<file path="src/rtl/seq101_tx.sv">
// seq101_tx: serial frame transmitter, 1-0-1 preamble + MSB-first payload + idle-zero gap.
// Optional even-parity bit after the payload is enabled by defining SEQ101_TX_PARITY_EN.
module seq101_tx #(
    parameter int WIDTH = 8,
    parameter int GAP   = 2
) (
    input  logic             clk,
    input  logic             reset,
    input  logic             valid,
    input  logic [WIDTH-1:0] data,
    output logic             ready,
    output logic             x,
    output logic             busy,
    output logic             done
);

    localparam int MAXC = (WIDTH > GAP) ? ((WIDTH > 3) ? WIDTH : 3) : ((GAP > 3) ? GAP : 3);
    localparam int CW   = $clog2(MAXC);

    localparam logic [CW-1:0] PRE_MID   = CW'(1);
    localparam logic [CW-1:0] PRE_LAST  = CW'(2);
    localparam logic [CW-1:0] DATA_LAST = CW'(WIDTH - 1);
    localparam logic [CW-1:0] GAP_LAST  = CW'(GAP - 1);

`ifdef SEQ101_TX_PARITY_EN
    typedef enum logic [2:0] {
        S_IDLE = 3'd0,
        S_PRE  = 3'd1,
        S_DATA = 3'd2,
        S_PAR  = 3'd3,
        S_GAP  = 3'd4
    } state_t;

    function automatic logic even_par(input logic [WIDTH-1:0] w);
        return ^w;
    endfunction

    logic par_r;
    logic par_s;
`else
    typedef enum logic [2:0] {
        S_IDLE = 3'd0,
        S_PRE  = 3'd1,
        S_DATA = 3'd2,
        S_GAP  = 3'd4
    } state_t;
`endif

    state_t           state_r, state_s;
    logic [CW-1:0]    cnt_r, cnt_s;
    logic [WIDTH-1:0] shift_r, shift_s;
    logic             x_r, x_s;
    logic             busy_r, busy_s;
    logic             ready_r, ready_s;
    logic             done_r, done_s;

    // State, counter, payload and registered line outputs.
    always_ff @(posedge clk) begin
        if (!reset) begin
            state_r <= S_IDLE;
            cnt_r   <= '0;
            shift_r <= '0;
            x_r     <= 1'b0;
            busy_r  <= 1'b0;
            ready_r <= 1'b1;
            done_r  <= 1'b0;
`ifdef SEQ101_TX_PARITY_EN
            par_r   <= 1'b0;
`endif
        end else begin
            state_r <= state_s;
            cnt_r   <= cnt_s;
            shift_r <= shift_s;
            x_r     <= x_s;
            busy_r  <= busy_s;
            ready_r <= ready_s;
            done_r  <= done_s;
`ifdef SEQ101_TX_PARITY_EN
            par_r   <= par_s;
`endif
        end
    end

    // Next state, then the outputs that state will present (registered so they align with it).
    always_comb begin
        state_s = state_r;
        cnt_s   = cnt_r + 1'b1;
        shift_s = shift_r;
        x_s     = 1'b0;
        done_s  = 1'b0;
`ifdef SEQ101_TX_PARITY_EN
        par_s   = par_r;
`endif
        case (state_r)
            S_IDLE: begin
                cnt_s = '0;
                if (valid) begin
                    state_s = S_PRE;
                    shift_s = data;
`ifdef SEQ101_TX_PARITY_EN
                    par_s   = even_par(data);
`endif
                end else begin
                    state_s = S_IDLE;
                end
            end
            S_PRE: begin
                if (cnt_r == PRE_LAST) begin
                    state_s = S_DATA;
                    cnt_s   = '0;
                end else begin
                    state_s = S_PRE;
                end
            end
            S_DATA: begin
                if (cnt_r == DATA_LAST) begin
`ifdef SEQ101_TX_PARITY_EN
                    state_s = S_PAR;
`else
                    state_s = S_GAP;
`endif
                    cnt_s   = '0;
                end else begin
                    shift_s = shift_r << 1'b1;
                end
            end
`ifdef SEQ101_TX_PARITY_EN
            S_PAR: begin
                state_s = S_GAP;
                cnt_s   = '0;
            end
`endif
            S_GAP: begin
                if (cnt_r == GAP_LAST) begin
                    state_s = S_IDLE;
                    cnt_s   = '0;
                end else begin
                    state_s = S_GAP;
                end
            end
            default: begin
                state_s = S_IDLE;
                cnt_s   = '0;
            end
        endcase

        // The MSB of the shifter is always the bit due on the line next.
        case (state_s)
            S_PRE:  x_s = (cnt_s != PRE_MID);
            S_DATA: begin
                x_s = shift_s[WIDTH-1];
`ifdef SEQ101_TX_PARITY_EN
                done_s = 1'b0;
`else
                done_s = (cnt_s == DATA_LAST);
`endif
            end
`ifdef SEQ101_TX_PARITY_EN
            S_PAR: begin
                x_s    = par_s;
                done_s = 1'b1;
            end
`endif
            default: x_s = 1'b0;
        endcase
    end

    assign busy_s  = (state_s != S_IDLE);
    assign ready_s = (state_s == S_IDLE);

    assign x     = x_r;
    assign busy  = busy_r;
    assign ready = ready_r;
    assign done  = done_r;

endmodule

</file>
<file path="config.mk">
export PLATFORM = sky130hd
export DESIGN_NAME = seq101_tx
export DESIGN_NICKNAME = d
export VERILOG_FILES = /design/src/rtl/seq101_tx.sv
export SDC_FILE = /design/constraint.sdc
export NUM_CORES = 1
export LEC_CHECK = 0
export BUFFER_PORTS_ARGS = -buffer_cell sky130_fd_sc_hd__buf_2
export CAP_MARGIN = 5
export CORE_MARGIN = 2
export CORE_UTILIZATION = 53
export CTS_CLUSTER_SIZE = 16
export DETAILED_ROUTE_END_ITERATION = 7
export PLACE_DENSITY_LB_ADDON = 0.25
export REMOVE_ABC_BUFFERS = 1
export SLEW_MARGIN = 20
export SYNTH_ARGS = -nofsm -noshare
export SYNTH_HDL_FRONTEND = slang
export SYNTH_SLANG_ARGS = --single-unit
</file>
<file path="constraint.sdc">
create_clock -name clk -period 2.8 [get_ports clk]
set_clock_uncertainty 0.2 [all_clocks]
set_input_delay 0.7 -clock clk [delete_from_list [all_inputs] [get_ports clk]]
set_output_delay 0.7 -clock clk [all_outputs]
set_load 0.005 [all_outputs]
</file>
==> impl_metrics.toml, run 1 <==
[placement]
dpl_worst_slack_ns = 0.553
dp_hpwl_um = 1160
portBuffers = 14
placed_area_um2 = 937
gp_congestion = 0.773

[layout]
mostFrequentLayoutCells = "18 x dfxtp_1, 14 x buf_2, 9 x nor2_1"
drive_gt1_share_pct = 24.3
stdcell_area_um2 = 960
final_common_cell = "dfxtp_1"
nets = 124
antenna_cells = 0
final_core_util_pct = 63.0
areaGrowthSynthToFinish_pct = 11.0
fillers = 136

[setup_path]
r2r-start = "cnt_r[0]$_SDFF_PN0_"
crit_slowest_cell = "nor4b_2"
worstSetupEndpointType = "flip-flop"
cp-start-kind = "flip-flop"
worstPathMaxFanout = 8
worstPathArrival_ns = 2.24
rrSetupSlack_ns = 0.55
crit_path_max_incr_delay_ns = 0.42
critPathRequiredTime_ns = 2.79
critPathKind = "flip-flop to flip-flop"
reg2regPathDepth = 8
worstReg2RegEnd = "x$_SDFF_PN0_"
cpMostUsedCell = "ha_1"
crit_family = "simple AND/OR/NAND/NOR gates"
crit_chain = "ha_1 -> ha_1 -> nor4b_2 -> buf_4 -> nor2_4 -> a22oi_2 -> nor2_2 -> a22o_1"
critPathBufInv = 1

[status]
outcome = "completed"

[clocking]
clk_path_buf_depth = 2
cts_hold_buf = 0
cts_tree = "done"
clock-sinks = 18
root_buffer = "clkbuf_4"
cts_buffers = 3
clkTransAtPathRegs_ns = 0.09
cts_setup_buffers = 0
cts_resized = 0
htree_levels = 1
insertion_delay_ns = 0.28

[floorplan]
die_w_um = 44.4
coreArea_um2 = 1520
start_util_pct = 56.7
dieArea_um2 = 1970
ios = 15
num_rows = 14
die-height_um = 44.4

[pwr]
intPower_mw = 0.343
ir_worst_vdd_uv = 233
combPwrFrac_pct = 11.1
p_leak_nw = 0.398
powerDensity_nw_per_um2 = 466
sw_frac_of_total_pct = 23.4
seqPwrFrac_pct = 61.9
pwr-share-clk_pct = 27.0
p_sw_mw = 0.104

[route]
drt_iter0_drc = 11
ant_nets = 0
vias = 705
drt_wl_total_um = 1490
drtPass1Iterations = 4
wl_per_cell_um = 12.1
viasPerCell = 5.73
drc = 0

[timing]
finalCritPeriodShare_pct = 80.4
slew_headroom_pct = 62.8
finalSetupTns_ns = 0
max_freq_mhz = 444
slew_viol_final = 0
final_hold_viol_count = 0
grt_setup_unrepaired = "no"
fin_crit_ns = 2.25
tightest_slew_ns = 0.552
setup_viol = 0
worst_slack_ns = 0.548

[min_path]
whs_endpoint = "shift_r[4]$_SDFFE_PN0P_"
hp-start = "shift_r[4]$_SDFFE_PN0P_"
hold_class = "flip-flop to flip-flop"
whs_path_depth = 2

[grt]
antenna_found_initial = 0
grt_pass1_wl_um = 2650
grt_usage_pct = 18.4
grt_pass1_vias = 677
grt_max_degree = 15
grt_overflow = 0

[yosys]
yosysWarnings = 0
yosys.area.top_type_share_pct = 41.7
synthDistinctLibCells = 35
ys_ff_latch = 18
synth_cells = 93
netlist_area_um2 = 865
yosysSeqAreaShare_pct = 41.7
synth_area_leaders = "dfxtp_1 42%, a22oi_1 6.9%, ha_1 5.8%"
synth.avg_cell_area_um2 = 9.30
synth_largest_area_cell = "dfxtp_1"

[job]
maxCapViolCount = 0
layout make-up:
type                       instances  area, µm²  area share (%)
timing repair buffer              16       85.1            8.87
multi-input combinational         64        449            46.8
inverter                           6       22.5            2.35
clock buffer                       3       22.5            2.35
tap                               16       20.0            2.09
sequential                        18        360            37.5
metal layers:
| metal | GRT usage (%) | vias up | part of all wire, % |
|---|---|---|---|
| li1 | - | 363 | - |
| met1 | 20.1 | 323 | 45 |
| met2 | 31.8 | 17 | 48 |
| met3 | 6.94 | 2 | 5.9 |
| met4 | 7.88 | 0 | 1.2 |
| met5 | 0 | - | 0 |
per-stage QoR:
| stage | instances | total power, mW | hold slack (ns) |
|---|---|---|---|
| 2_1_floorplan | 88 | 0.314 | 0.236 |
| 3_3_place_gp | 120 | 0.332 | 0.246 |
| 3_5_place_dp | 120 | 0.333 | 0.251 |
| 4_1_cts | 123 | 0.453 | 0.264 |
| 5_1_grt | 123 | 0.472 | 0.286 |
| 6_report | 123 | 0.447 | 0.262 |
worst register-to-register path, stage by stage, from the launching register on:
cell	delay [ns]
dfxtp_1	0.34
ha_1	0.20
ha_1	0.22
nor4b_2	0.42
buf_4	0.24
nor2_4	0.08
a22oi_2	0.22
nor2_2	0.05
a22o_1	0.19
sequential cells by signal, summed over array words and instances (netlist names):
signal	flops
busy	1
cnt_r	3
done	1
ready	1
shift_r	8
state_r	3
x	1
synth_stat cells:
cell	instances
nor4b_2	2
nor2_4	1
inv_2	1
o211a_1	1
o22ai_1	1
clkbuf_1	1
o31a_1	1
nor2b_1	2
nor4b_4	1
a22oi_2	1
dfxtp_1	18
nor2_2	1
nand3_1	1
nor3b_1	1
o32a_1	1
nand2_1	8
buf_6	1
o2111ai_1	1
ha_1	4
mux2i_1	1
o21ai_1	1
a32o_1	1
o21ai_0	1
nor2_1	9
a21oi_1	7
a22oi_1	8
or3_1	1
buf_2	2
nand2b_1	2
nor4_1	1
xor2_1	1
nor3_1	3
a22o_1	1
buf_4	1
inv_1	5
worst max path at each step:
stage	end	from	slack [ns]	depth (start not counted)
final	x$_SDFF_PN0_	cnt_r[0]$_SDFF_PN0_	0.55	8
after global routing	x$_SDFF_PN0_	cnt_r[0]$_SDFF_PN0_	0.40	8
after global placement	x$_SDFF_PN0_	cnt_r[0]$_SDFF_PN0_	0.61	8
after floorplan	x$_SDFF_PN0_	cnt_r[0]$_SDFF_PN0_	0.45	7
after CTS	x$_SDFF_PN0_	cnt_r[0]$_SDFF_PN0_	0.52	8
after detailed placement	x$_SDFF_PN0_	cnt_r[0]$_SDFF_PN0_	0.55	8
kinds of logic (layout without fill, tap and decap cells):
| family | Yosys count | in the layout | share of synthesized area [%] |
|---|---|---|---|
| compound gates | 25 | 25 | 20.8 |
| xor+xnor | 1 | 1 | 1.01 |
| fa+ha+maj | 4 | 4 | 5.79 |
| buf+inv | 11 | 25 | 6.37 |
| flops | 18 | 18 | 41.7 |
| mux | 1 | 1 | 1.16 |
| simple gates | 33 | 33 | 23.2 |
power by group through the flow:
stage / clock network, mW / logic, mW / registers, mW
6_report: 0.121 / 0.0496 / 0.277
2_1_floorplan: 0 / 0.0322 / 0.281
4_1_cts: 0.126 / 0.0504 / 0.277
5_1_grt: 0.138 / 0.0564 / 0.278
3_5_place_dp: 0 / 0.0502 / 0.283
3_3_place_gp: 0 / 0.0494 / 0.282
(Power assumes the default switching activity.)
==> inputs of run 2 (changes only) <==
--- a/config.mk
+++ b/config.mk
@@ -5,6 +5,7 @@
 export SDC_FILE = /design/constraint.sdc
 export NUM_CORES = 1
 export LEC_CHECK = 0
+export ABC_AREA = 1
 export BUFFER_PORTS_ARGS = -buffer_cell sky130_fd_sc_hd__buf_2
 export CAP_MARGIN = 5
 export CORE_MARGIN = 2
==> constraint.sdc (replaced) <==
create_clock -name clk -period 2.1 [get_ports clk]
set_clock_uncertainty 0.2 [all_clocks]
set_input_delay 0.525 -clock clk [delete_from_list [all_inputs] [get_ports clk]]
set_output_delay 0.525 -clock clk [all_outputs]
set_load 0.005 [all_outputs]
==> run 2 against run 1 <==
  * Wire length grew 17%
  * Non-clock buffer count is 2 lower
  * Cell area increased by 9.6%
  * Core utilization is 0.68 points lower
  * Register-to-register slack worse by 0.25 ns
  * Flip-flop and latch count is the same
  * Area after synthesis rose by 6.9%
  * Clock-buffer cell count grew 1
  * Global-route usage grew 2.1 points
  * Critical path type unchanged
  * Largest power group unchanged
==> impl_metrics.toml, run 2 <==
[placement]
dp_hpwl_um = 1420
dpl_worst_slack_ns = 0.328
gp_congestion = 0.845
portBuffers = 14
placed_area_um2 = 1020

[pwr]
ir_worst_vdd_uv = 448
power.total_mw = 0.679
powerDensity_nw_per_um2 = 645
p_leak_nw = 0.541

[timing]
slew_viol_final = 0
setup_viol = 0
grt_setup_unrepaired = "no"
finalCritPeriodShare_pct = 85.8
worst_slack_ns = 0.299
fin_crit_ns = 1.80
final_hold_viol_count = 0
max_freq_mhz = 555
slew_headroom_pct = 80.9
finalSetupTns_ns = 0
tightest_slew_ns = 0.285

[layout]
reg_top3 = "shift_r (8), cnt_r (3), state_r (3)"
largest_reg_flops = 8
regMostFlops = "shift_r"
final_common_cell = "nand2_1"
areaGrowthSynthToFinish_pct = 13.8
antenna_cells = 0
drive_gt1_share_pct = 18.5
fillers = 174
stdcell_area_um2 = 1050
nets = 173
mostFrequentLayoutCells = "40 x nand2_1, 20 x inv_1, 19 x nor2_1"

[setup_path]
crit_slowest_cell = "dfxtp_1"
worstReg2RegEnd = "x$_SDFF_PN0_"
cp-start-kind = "flip-flop"
r2r-start = "cnt_r[0]$_SDFF_PN0_"
critPathLaunch = "cnt_r[0]$_SDFF_PN0_"
reg2regPathDepth = 11
critPathKind = "flip-flop to flip-flop"
worstPathArrival_ns = 1.80
worstPathMaxFanout = 4
worstSetupEndpointType = "flip-flop"
crit_chain = "inv_1 -> ha_1 -> inv_1 -> nor2_1 -> inv_1 -> nand2_1 -> nor2_1 -> nor2_1 -> nand3_1 -> nand2_1 -> nand2_1"
cp-endpoint = "x$_SDFF_PN0_"
critPathRequiredTime_ns = 2.10
crit_path_max_incr_delay_ns = 0.35
rrSetupSlack_ns = 0.30

[floorplan]
ios = 15
start_util_pct = 54.7
die-height_um = 45.8
coreArea_um2 = 1690
num_rows = 15
die_w_um = 45.8
dieArea_um2 = 2090

[job]
maxCapViolCount = 0

[grt]
grt_pass1_wl_um = 3040
use_met2_pct = 36.1
antenna_found_initial = 0
grt_pass1_vias = 793
gr-usage-met3_pct = 8.33
grt_max_degree = 11
grt_busiest_layer = "met2"
grt_overflow = 0
grt_usage_pct = 20.5
use_met1_pct = 22.1

[route]
drt_iter0_drc = 9
drc = 0
viasPerCell = 4.89
vias = 851
wl_per_cell_um = 10.0
drt_wl_total_um = 1750
ant_nets = 0
drtPass1Iterations = 4

[clocking]
cts_tree = "done"
htree_levels = 1
cts_hold_buf = 0
clkTransAtPathRegs_ns = 0.10
cts_resized = 0
cts_buffers = 3
cts_setup_buffers = 0
clock-sinks = 18
root_buffer = "clkbuf_4"
insertion_delay_ns = 0.30
clk_path_buf_depth = 2

[yosys]
synthDistinctLibCells = 17
synth_cells = 139
netlist_area_um2 = 925
async_reset_ff_share_pct = 0
synth_largest_area_cell = "dfxtp_1"
yosys.area.top_type_share_pct = 39.0
ys_ff_latch = 18
synthFlopType = "dfxtp_1"
yosysWarnings = 0
synth.avg_cell_area_um2 = 6.65
synth_most_common_cell = "nand2_1"
yosysSeqAreaShare_pct = 39.0
synth_area_leaders = "dfxtp_1 39%, nand2_1 16%, inv_1 8.1%"
synth_edf_count = 0
synth_common_cells = "40 x nand2_1, 20 x inv_1, 19 x nor2_1"

[status]
outcome = "completed"

[min_path]
hp-start = "data[0]"
hold_class = "input pin to flip-flop"
==> run 2: worst min path at each step <==
stage                         endpoint  slack (ns)  depth (start not counted)
2_1_floorplan  shift_r[0]$_SDFFE_PN0P_        0.24                          2
3_3_place_gp   shift_r[0]$_SDFFE_PN0P_        0.27                          2
3_5_place_dp   shift_r[0]$_SDFFE_PN0P_        0.26                          2
4_1_cts        shift_r[0]$_SDFFE_PN0P_        0.26                          3
5_1_grt               ready$_SDFF_PN1_        0.27                          2
6_report       shift_r[0]$_SDFFE_PN0P_        0.26                          3
==> run 2: cells by family (layout without fill, tap and decap cells) <==
family                   Yosys count  after routing  synth area share (%)
AO/OA/AOI/OAI                     17             17                  10.3
adder cells (fa/ha/maj)            4              4                  5.41
buffers and inverters             25             43                  10.1
flip-flops                        18             18                  39.0
AND/OR/NAND/NOR                   75             75                  35.2
==> run 2: through the flow <==
stage,hold slack [ns],util [%],std cells
6_report,0.260,62.3,174
2_1_floorplan,0.239,-,139
3_5_place_dp,0.264,60.1,170
5_1_grt,0.273,62.3,174
4_1_cts,0.261,62.3,174
3_3_place_gp,0.268,60.1,170
==> run 2: per-layer routing <==
metal / vias to the layer above / routed length (µm)
li1: 466 / -
met1: 362 / 751
met2: 19 / 889
met3: 4 / 85
met4: 0 / 21
met5: - / 0
==> run 2: critical path: cells and delay by family, from the launching register on <==
kind	cells	cell delay, ns
adder cells (fa/ha/maj)	1	0.17
buffers and inverters	3	0.28
flip-flops	1	0.35
AND/OR/NAND/NOR	7	0.70
==> run 2: power breakdown <==
| group | switching, mW | leakage, nW | internal, mW |
|---|---|---|---|
| logic | 0.0553 | 0.373 | 0.0386 |
| clock network | 0.109 | 0.0210 | 0.106 |
| registers | 0.0101 | 0.148 | 0.360 |
| total | 0.174 | 0.541 | 0.505 |
==> run 2: cell type report <==
class | instances | area [µm²] | share of cell area (%)
flip-flops and latches | 18 | 360 | 34.2
multi-input cells | 96 | 470 | 44.7
well taps | 17 | 21.3 | 2.02
repair buffers | 14 | 70.1 | 6.66
inverters | 25 | 93.8 | 8.92
clock buffers | 4 | 36.3 | 3.45
